$ cat src/rtl/inter_arb_pkg.sv
// Shared types, constants and field-slice helpers for the inter_arb interconnect.
// A request word is packed {sel, addr, value} with value in the least-significant bits.
package inter_arb_pkg;

  typedef enum logic {
    IDLE = 1'b0,
    SEND = 1'b1
  } state_e;

  localparam int unsigned ARB_FIXED = 0;
  localparam int unsigned ARB_RR    = 1;

  // Helpers take the request zero-extended to MAX_W; request words wider than this are
  // not supported.
  localparam int unsigned MAX_W = 64;

  function automatic logic [31:0] get_sel(input logic [MAX_W-1:0] data,
                                          input int unsigned sel_w,
                                          input int unsigned addr_w,
                                          input int unsigned val_w);
    logic [MAX_W-1:0] sh;
    logic [MAX_W-1:0] mask;
    sh   = data >> (addr_w + val_w);
    mask = (MAX_W'(1) << sel_w) - MAX_W'(1);
    return 32'(sh & mask);
  endfunction

  function automatic logic [31:0] get_addr(input logic [MAX_W-1:0] data,
                                           input int unsigned addr_w,
                                           input int unsigned val_w);
    logic [MAX_W-1:0] sh;
    logic [MAX_W-1:0] mask;
    sh   = data >> val_w;
    mask = (MAX_W'(1) << addr_w) - MAX_W'(1);
    return 32'(sh & mask);
  endfunction

  function automatic logic [31:0] get_val(input logic [MAX_W-1:0] data,
                                          input int unsigned val_w);
    logic [MAX_W-1:0] mask;
    mask = (MAX_W'(1) << val_w) - MAX_W'(1);
    return 32'(data & mask);
  endfunction

endpackage

$ cat src/rtl/inter_arb_rr_arbiter.sv
// Combinational arbiter shared by both arbitration modes.
//   i_req   : pending request per master
//   i_ptr   : index of the master served last (round-robin only)
//   i_mode  : 0 = fixed priority (index 0 highest), 1 = round-robin
//   o_grant : one-hot grant
//   o_idx   : index of the granted master
//   o_valid : at least one request pending
module inter_arb_rr_arbiter
  import inter_arb_pkg::*;
#(
  parameter int unsigned N = 3,
  localparam int unsigned IDX_W = (N > 1) ? $clog2(N) : 1
) (
  input  logic [N-1:0]     i_req,
  input  logic [IDX_W-1:0] i_ptr,
  input  logic             i_mode,
  output logic [N-1:0]     o_grant,
  output logic [IDX_W-1:0] o_idx,
  output logic             o_valid
);

  always_comb begin
    int unsigned j;
    o_grant = '0;
    o_idx   = '0;
    o_valid = 1'b0;
    j       = 0;
    for (int unsigned k = 0; k < N; k++) begin
      // Round-robin scans starting just after the last-served master, wrapping.
      if (i_mode == 1'(ARB_RR)) begin
        j = (32'(i_ptr) + 32'd1 + k) % N;
      end else begin
        j = k;
      end
      if (!o_valid && i_req[j]) begin
        o_valid    = 1'b1;
        o_grant[j] = 1'b1;
        o_idx      = IDX_W'(j);
      end
    end
  end

endmodule

$ cat src/rtl/inter_arb.sv
// N-master / M-slave single-beat interconnect.
// Each master has a one-entry request buffer; a pending request is granted (fixed priority
// or round-robin), its {sel, addr, value} is routed to the selected slave with a
// valid/ready handshake, and a one-cycle pulse reports either the completed handshake or
// a request whose sel does not name an existing slave.
//   clk, rst        : clock, asynchronous active-high reset
//   in_valid/in_ready/data_in : per-master request capture (in_ready = buffer empty)
//   ready_slave/valid_slave   : per-slave handshake; valid_slave is one-hot
//   addr_out/value_out        : fields of the request being served
//   handshake_slave           : pulse on the cycle after a slave handshake
//   grant_id                  : master currently being served
//   decode_err                : pulse when a granted request had sel >= NUM_SLAVE
module inter_arb
  import inter_arb_pkg::*;
#(
  parameter int unsigned NUM_MASTER = 3,
  parameter int unsigned NUM_SLAVE  = 2,
  parameter int unsigned ADDR_W     = 3,
  parameter int unsigned VAL_W      = 3,
  parameter int unsigned ARB_MODE   = 0,
  localparam int unsigned SEL_W  = $clog2(NUM_SLAVE),
  localparam int unsigned DATA_W = SEL_W + ADDR_W + VAL_W,
  localparam int unsigned GID_W  = $clog2(NUM_MASTER)
) (
  input  logic                         clk,
  input  logic                         rst,
  input  logic [NUM_MASTER-1:0]        in_valid,
  input  logic [NUM_MASTER*DATA_W-1:0] data_in,
  output logic [NUM_MASTER-1:0]        in_ready,
  input  logic [NUM_SLAVE-1:0]         ready_slave,
  output logic [NUM_SLAVE-1:0]         valid_slave,
  output logic [ADDR_W-1:0]            addr_out,
  output logic [VAL_W-1:0]             value_out,
  output logic [NUM_SLAVE-1:0]         handshake_slave,
  output logic [GID_W-1:0]             grant_id,
  output logic                         decode_err
);

  state_e                r_state;
  logic [NUM_MASTER-1:0] r_pend;
  logic [DATA_W-1:0]     r_buf [NUM_MASTER];
  logic [GID_W-1:0]      r_ptr;
  logic [NUM_SLAVE-1:0]  r_valid_slave;
  logic [ADDR_W-1:0]     r_addr;
  logic [VAL_W-1:0]      r_val;
  logic [NUM_SLAVE-1:0]  r_hs;
  logic [GID_W-1:0]      r_grant;
  logic                  r_derr;

  state_e                w_state_nxt;
  logic [NUM_MASTER-1:0] w_pend_nxt;
  logic [NUM_MASTER-1:0] w_clr;
  logic [GID_W-1:0]      w_ptr_nxt;
  logic [NUM_SLAVE-1:0]  w_vs_nxt;
  logic [ADDR_W-1:0]     w_addr_nxt;
  logic [VAL_W-1:0]      w_val_nxt;
  logic [NUM_SLAVE-1:0]  w_hs_nxt;
  logic [GID_W-1:0]      w_grant_nxt;
  logic                  w_derr_nxt;

  logic [NUM_MASTER-1:0] w_arb_grant;
  logic [GID_W-1:0]      w_arb_idx;
  logic                  w_arb_valid;
  logic [DATA_W-1:0]     w_gbuf;
  logic [31:0]           w_sel;
  logic                  w_sel_ok;
  logic [NUM_SLAVE-1:0]  w_hs_hit;

  inter_arb_rr_arbiter #(
    .N (NUM_MASTER)
  ) u_arb (
    .i_req   (r_pend),
    .i_ptr   (r_ptr),
    .i_mode  (1'(ARB_MODE)),
    .o_grant (w_arb_grant),
    .o_idx   (w_arb_idx),
    .o_valid (w_arb_valid)
  );

  assign w_gbuf   = r_buf[w_arb_idx];
  assign w_sel    = get_sel(MAX_W'(w_gbuf), SEL_W, ADDR_W, VAL_W);
  // Codes beyond NUM_SLAVE-1 only exist when NUM_SLAVE is not a power of two.
  assign w_sel_ok = (w_sel < NUM_SLAVE);
  // Only the selected slave's ready matters: valid_slave is one-hot.
  assign w_hs_hit = r_valid_slave & ready_slave;

  assign in_ready        = ~r_pend;
  assign valid_slave     = r_valid_slave;
  assign addr_out        = r_addr;
  assign value_out       = r_val;
  assign handshake_slave = r_hs;
  assign grant_id        = r_grant;
  assign decode_err      = r_derr;

  always_comb begin
    w_state_nxt = r_state;
    w_ptr_nxt   = r_ptr;
    w_vs_nxt    = r_valid_slave;
    w_addr_nxt  = r_addr;
    w_val_nxt   = r_val;
    w_grant_nxt = r_grant;
    w_hs_nxt    = '0;
    w_derr_nxt  = 1'b0;
    w_clr       = '0;
    case (r_state)
      IDLE: begin
        if (w_arb_valid) begin
          if (w_sel_ok) begin
            w_state_nxt = SEND;
            w_vs_nxt    = NUM_SLAVE'(1) << w_sel;
            w_addr_nxt  = ADDR_W'(get_addr(MAX_W'(w_gbuf), ADDR_W, VAL_W));
            w_val_nxt   = VAL_W'(get_val(MAX_W'(w_gbuf), VAL_W));
            w_grant_nxt = w_arb_idx;
          end else begin
            // Drop the undeliverable request; it still counts as served for round-robin.
            w_derr_nxt = 1'b1;
            w_clr      = w_arb_grant;
            w_ptr_nxt  = w_arb_idx;
          end
        end
      end
      SEND: begin
        if (|w_hs_hit) begin
          w_state_nxt = IDLE;
          w_hs_nxt    = w_hs_hit;
          w_vs_nxt    = '0;
          w_addr_nxt  = '0;
          w_val_nxt   = '0;
          w_clr       = NUM_MASTER'(1) << r_grant;
          w_ptr_nxt   = r_grant;
        end
      end
      default: w_state_nxt = IDLE;
    endcase
    // Set and clear never collide: capture needs pend=0, clear needs pend=1.
    w_pend_nxt = (r_pend & ~w_clr) | (in_valid & ~r_pend);
  end

  always_ff @(posedge clk or posedge rst) begin
    if (rst) begin
      r_state       <= IDLE;
      r_pend        <= '0;
      r_ptr         <= GID_W'(NUM_MASTER - 1);
      r_valid_slave <= '0;
      r_addr        <= '0;
      r_val         <= '0;
      r_hs          <= '0;
      r_grant       <= '0;
      r_derr        <= 1'b0;
    end else begin
      r_state       <= w_state_nxt;
      r_pend        <= w_pend_nxt;
      r_ptr         <= w_ptr_nxt;
      r_valid_slave <= w_vs_nxt;
      r_addr        <= w_addr_nxt;
      r_val         <= w_val_nxt;
      r_hs          <= w_hs_nxt;
      r_grant       <= w_grant_nxt;
      r_derr        <= w_derr_nxt;
    end
  end

  // A buffer only loads while empty, so a pending request is never overwritten.
  always_ff @(posedge clk or posedge rst) begin
    if (rst) begin
      for (int i = 0; i < NUM_MASTER; i++) begin
        r_buf[i] <= '0;
      end
    end else begin
      for (int i = 0; i < NUM_MASTER; i++) begin
        if (in_valid[i] && !r_pend[i]) begin
          r_buf[i] <= data_in[i*DATA_W +: DATA_W];
        end
      end
    end
  end

endmodule

$ cat config.mk
export PLATFORM = sky130hd
export DESIGN_NAME = inter_arb
export DESIGN_NICKNAME = d
export VERILOG_FILES = /design/src/rtl/inter_arb_pkg.sv /design/src/rtl/inter_arb_rr_arbiter.sv /design/src/rtl/inter_arb.sv
export SDC_FILE = /design/constraint.sdc
export NUM_CORES = 1
export LEC_CHECK = 0
export BUFFER_PORTS_ARGS = -buffer_cell sky130_fd_sc_hd__buf_2
export CORE_MARGIN = 2
export CORE_UTILIZATION = 40
export CTS_CLUSTER_DIAMETER = 150
export CTS_CLUSTER_SIZE = 8
export DETAILED_ROUTE_END_ITERATION = 6
export PLACE_DENSITY = 0.62
export REMOVE_ABC_BUFFERS = 1
export SKIP_CTS_REPAIR_TIMING = 1
export SYNTH_ARGS = -nofsm -noshare
export SYNTH_HDL_FRONTEND = slang
export SYNTH_SLANG_ARGS = --single-unit
$ cat constraint.sdc
create_clock -name clk -period 1.1 [get_ports clk]
set_input_delay 0.11 -clock clk [delete_from_list [all_inputs] [get_ports clk]]
set_output_delay 0.11 -clock clk [all_outputs]
set_load 0.05 [all_outputs]
* Word-level counts from Yosys, hierarchy flattened
Index checks and enable logic that the tools add are counted.
Operators by class: $lt $le $gt $ge 2, eq/ne operators 3, shift operators 2, muxes and demuxes 35, bitwise gates (word level) 8, reductions and logical operators 13
Operators with widths (number):
- two-way mux 3 bit | 9
- one-hot mux 3 bit (2 select lines) | 3
- binary-select mux 7 bit (select 2 bit) | 1
- two-way mux 2 bit | 7
- two-way mux 7 bit | 2
- two-way mux 1 bit | 11
- AND 3 bit | 2
- NOT 3 bit | 2
- AND reduction 3 bit | 2
- logical AND 1 bit | 5
- zero test 1 bit | 5
- inequality test 2 x 1 -> 1 bit (second input constant) | 2
- one-hot mux 2 bit (2 select lines) | 1
- greater-or-equal comparator 3 bit (second input constant) | 1
- NOT 2 -> 3 bit | 1
- bitwise OR 3 bit | 1
- left shift 1 x 2 -> 3 bit (first input constant) | 1
- AND 2 bit | 1
- less-than comparator 1 x 2 -> 1 bit (second input constant) | 1
- inequality test 2 bit (second input constant) | 1
- one-hot mux 1 bit (2 select lines) | 1
- OR reduction 2 bit | 1
- left shift 1 x 1 -> 2 bit (first input constant) | 1
- NOT 1 bit | 1
Storage, ports and cells: flip-flop bits (word level) 38, input port bits 28, output and inout port bits 16, logic and storage cells 74

* Longest topological paths before layout
depth after elaboration 18, depth in mapped cells 5

* Modules after synthesis
A second synthesis with hierarchy kept.
Second synthesis, totals: cells, all modules 212, area, all modules 2331.0 sq um
Modules (own cells, without submodules):
- inter_arb | times used 1, cells an instance 119, area each 1646.6 sq um, seq. area each 977.2 sq um
- inter_arb_rr_arbiter | times used 1, cells an instance 93, area each 684.4 sq um, seq. area each 0.0 sq um

* Least setup slack after synthesis
OpenSTA, ideal clock, no wires.
path kind register to register, from register r_valid_slave[0] (netlist: valid_slave[0]), to register r_addr[0] (netlist: addr_out[0]), setup time 0.121 ns, arrival time 1.375 ns, slack -0.395 ns, cell stages (with the launch flop) 4, path buffers 0, cells stage by stage dfrtp_1 a22oi_1 mux2_4 a22o_1
On the way: cells in the longest elaborated chain, start to end 4
RTL lines:
- start, declared | line inter_arb.sv:43 | logic [NUM_SLAVE-1:0] r_valid_slave;
- start signal, assigned | line inter_arb.sv:154 | r_valid_slave <= w_vs_nxt;
- AND 2 bit | line inter_arb.sv:85 | assign w_hs_hit = r_valid_slave & ready_slave;
- OR reduction 2 bit | line inter_arb.sv:123 | if (|w_hs_hit) begin
- inequality test 2 x 1 -> 1 bit (no source line)
- AND reduction 3 bit (no source line)
- end signal, assigned | line inter_arb.sv:155 | r_addr <= w_addr_nxt;
- end, declared | line inter_arb.sv:44 | logic [ADDR_W-1:0] r_addr;
No other way between the ends. A chain may end at the register's enable or synchronous reset.

* Worst setup path after layout
from register r_pend[1], to register r_valid_slave[1] (netlist: valid_slave[1])
On the way: cells in the longest elaborated chain, start to end 13
RTL lines:
- start, declared | line inter_arb.sv:40 | logic [NUM_MASTER-1:0] r_pend;
- start signal, assigned | line inter_arb.sv:152 | r_pend <= w_pend_nxt;
- logical AND 1 bit (*) | line inter_arb_rr_arbiter.sv:35 | if (!o_valid && i_req[j]) begin
- two-way mux 1 bit | line inter_arb_rr_arbiter.sv:35
- zero test 1 bit | line inter_arb_rr_arbiter.sv:35
- logical AND 1 bit | line inter_arb_rr_arbiter.sv:35
- two-way mux 2 bit | line inter_arb_rr_arbiter.sv:35
- NOT 2 -> 3 bit (not written as such) | line inter_arb.sv:80 | assign w_gbuf = r_buf[w_arb_idx];
- binary-select mux 7 bit (select 2 bit) | line inter_arb.sv:80
- two-way mux 7 bit (not written as such) (2 in series) | line inter_arb.sv:80
- left shift 1 x 1 -> 2 bit | line inter_arb.sv:110 | w_vs_nxt = NUM_SLAVE'(1) << w_sel;
- two-way mux 2 bit | line inter_arb.sv:108 | if (w_sel_ok) begin
- two-way mux 2 bit | line inter_arb.sv:107 | if (w_arb_valid) begin
- one-hot mux 2 bit (2 select lines) | line inter_arb.sv:105 | case (r_state)
Every way passes the cells marked *; elsewhere a longest branch is shown, timed or not. The select of a mux whose other input is x is not followed.

==> metrics.md <==
| Metric | Value |
|---|---|
| Yosys top cell area share | `0.537` |
| Synth warn | `0` |
| RSZ-0062 raised after global routing | `true` |
| Chip height | `69.7 µm` |
| Final setup violating endpoints | `36` |
| Arrival @ worst endpoint | `1480 ps` |
| Reg-to-reg slack, setup | `-190 ps` |
| Final period util | `1.17` |
| Clock transition at the registers of the reported paths | `70 ps` |
| Worst-skew pair later-pin latency | `300 ps` |
| Mapped Cells | `roughly 140` |
| Peak VDD IR | `1.17 mV` |
| Final net count | `236` |
| Syn Area/Cell | `roughly 12 µm²` |
| Max-slew violation count | `0` |
| Die width | `about 70 µm` |
| Top cells by count, synth | `37 x dfrtp_1, 14 x mux2_2, 9 x nand2_1, 9 x nor2b_1` |
| Worst r2r dst | `valid_slave[1]` |
| Final wirelength | `3930 µm` |
| Root buf cell | `clkbuf_8` |
| Multi-input gate area | `758 µm²` |
| Most frequent cell after synthesis | `dfrtp_1` |
| Largest net degree at the start of global routing | `38` |
| Crit start category | `register` |
| Crit end category | `register` |
| Routed length per instance | `~15 µm` |
| Violations in the final reports | `negative setup slack` |
| MaxCap Viol Count | `0` |
| PortBufs | `42` |
| Post-DP HPWL | `2800 µm` |
| IO Count | `44` |
| Slowest stage delay, CP | `~480 ps` |
| FILL cells | `349` |
| Utilization after layout | `0.586` |
| Seq cells post-synth | `37` |
| Top_reg_cell synth | `dfrtp_1` |
| H-tree Lvls | `2` |
| Core outline area | `0.00409 mm²` |
| Seq/Total Area, Yosys | `0.537` |
| R2R cell count | `4` |
| Setup Crit Path Kind | `register to register` |
| Max Clk Rate | `roughly 770 MHz` |
| Worst Path Required | `1290 ps` |
| Synthesized area | `0.00172 mm²` |
| GR Util All Layers | `0.171` |
| Sequential standard cell area | `930 µm²` |
| Initial core utilization | `0.422` |
| Critical Path, Cell by Cell | `buf_6, nor2_1, a31oi_1, a32o_1` |
| DR vias/cell | `5.15` |
| Initial antenna violation count | `0` |
| Rows | `23` |
| Final hold viol count | `0` |
| Async S/R FF share, synth | `1.00` |
| CTS tree | `done` |
| First-pass GRT wire length | `6430 µm` |
| P_leak | `1.14 nW` |
| DRT Pass-1 Iters | `4` |
| Min setup slack post-route | `-192 ps` |
| Drc violations | `0` |
| Ranking of synthesized cells by area | `dfrtp_1 54%, mux2_2 9.1%, mux2_1 3.9%` |
| Deepest clock path buffer count | `2` |
| Clock net sink count | `37` |
| Min-delay src | `data_in[14]` |
| Final Skew | `2.35 ps` |
| Status | `complete, but fails checks` |
| Min-Delay Path Class | `input pin to register` |
| Yosys cell types | `34` |
| Reg-to-reg startpoint | `r_pend[1]` |
| # diodes | `0` |
| Total number of vias | `approximately 1300` |
| Grt ovf | `0` |
| Vias in the first global route | `between 1000 and 1500` |
| Placer Congestion | `0.832` |
| Worst hold path depth | `2` |
| Worst Path Max Fanout | `6` |
| Non-Filler Instances | `~260` |
| Critical-path cell with the highest stage delay | `dfrtp_2` |
| Routed Antenna Nets | `0` |
| Layout cells sized above 1 | `0.531` |
| Hold EP | `r_buf[0]` |
| Min cycle time layout | `around 1300 ps` |
| EDFF count, synth | `0` |
| Area leader, netlist | `dfrtp_1` |
| Total die area | `between 0.004 and 0.005 mm²` |
| Pwr dens | `about 3000 mW/mm²` |
| Initial drt markers | `46` |
| # placed instances | `246` |
| Num CTS Buffers | `5` |
| Synth-to-layout area growth | `39.0%` |
==> area by class of cell <==
cell class,count,share of cell area
repair buffers,69,0.217
inverters,5,0.00992
clock inverters,1,0.00209
multi-input cells,90,0.316
flip-flops and latches,37,0.388
well taps,50,0.0261
clock buffers,7,0.0402
==> worst max-delay path by stage <==
| stage | cells past startpoint | startpoint | endpoint |
|---|---|---|---|
| floorplan | 3 | r_pend[0] | valid_slave[0] |
| global placement | 3 | r_pend[0] | r_buf[19] |
| detailed placement | 3 | r_pend[1] | addr_out[2] |
| CTS | 4 | r_pend[2] | in_ready[2] |
| global route | 4 | r_pend[1] | valid_slave[1] |
| finish | 4 | r_pend[1] | valid_slave[1] |
==> state kept, by name, indices dropped and copies added, names as in the netlist <==
signal and cells:
addr_out 3, grant_id 2, handshake_slave 2, r_buf 21
r_pend 3, r_state 1, valid_slave 2, value_out 3
==> worst max-delay path: cells and delay by family (launching register included) <==
| family | cells | cell delay [ps] |
|---|---|---|
| buf+inv | 1 | 160 |
| simple gates | 1 | 180 |
| flops | 1 | 480 |
| compound gates | 2 | 370 |
==> cells by family (layout without fill, tap and decap cells) <==
kind of cell / after synthesis / after routing / synth area share
and+or+nand+nor: 38 / 38 / 0.134
DFF: 37 / 37 / 0.537
AOI/OAI and AO/OA: 30 / 30 / 0.134
muxes: 21 / 21 / 0.139
buffers and inverters: 16 / 82 / 0.0544
other: 1 / 1 / 0.00217
==> per-stage QoR <==
step | setup WS [ps] | instance area (µm²) | hold WS [ps] | setup TNS, ps | power (mW)
2_1_floorplan | -510 | 1650 | 227 | -11610 | 4.47
3_3_place_gp | -164 | 2100 | 171 | -3870 | 5.41
3_5_place_dp | -207 | 2100 | 185 | -4560 | 5.52
4_1_cts | -398 | 2200 | -139 | -6260 | 6.60
5_1_grt | -230 | 2400 | 28.7 | -5990 | 7.55
6_report | -192 | 2400 | 23.4 | -4100 | 7.12
==> per-layer routing <==
layer	GRT usage	routed length (µm)	vias up
met4	0.0897	76	0
li1	-	-	641
met5	0	0	-
met1	0.201	1620	653
met3	0.0422	168	7
met2	0.288	2070	32
==> placed cells by master, fill, tap and decap left out, drive strengths merged, types with 2 or more instances in the layout <==
| cell | count |
|---|---|
| a22o | 5 |
| a32o | 4 |
| and3 | 2 |
| buf | 67 |
| clkbuf | 8 |
| dfrtp | 37 |
| inv | 5 |
| mux2 | 21 |
| nand2 | 9 |
| nor2 | 7 |
| nor2b | 9 |
| nor3b | 7 |
| o21ai | 6 |
| o21bai | 2 |
| o31ai | 5 |
| o32a | 2 |
==> power breakdown <==
group | internal (mW) | leakage, nW | switching [mW] | total, mW
Clock | 0.566 | 0.0542 | 0.500 | 1.07
Combinational | 1.75 | 0.644 | 1.85 | 3.60
Sequential | 1.99 | 0.445 | 0.459 | 2.45
Total | 4.31 | 1.14 | 2.81 | 7.12
Power figures use the tool's default switching activity.
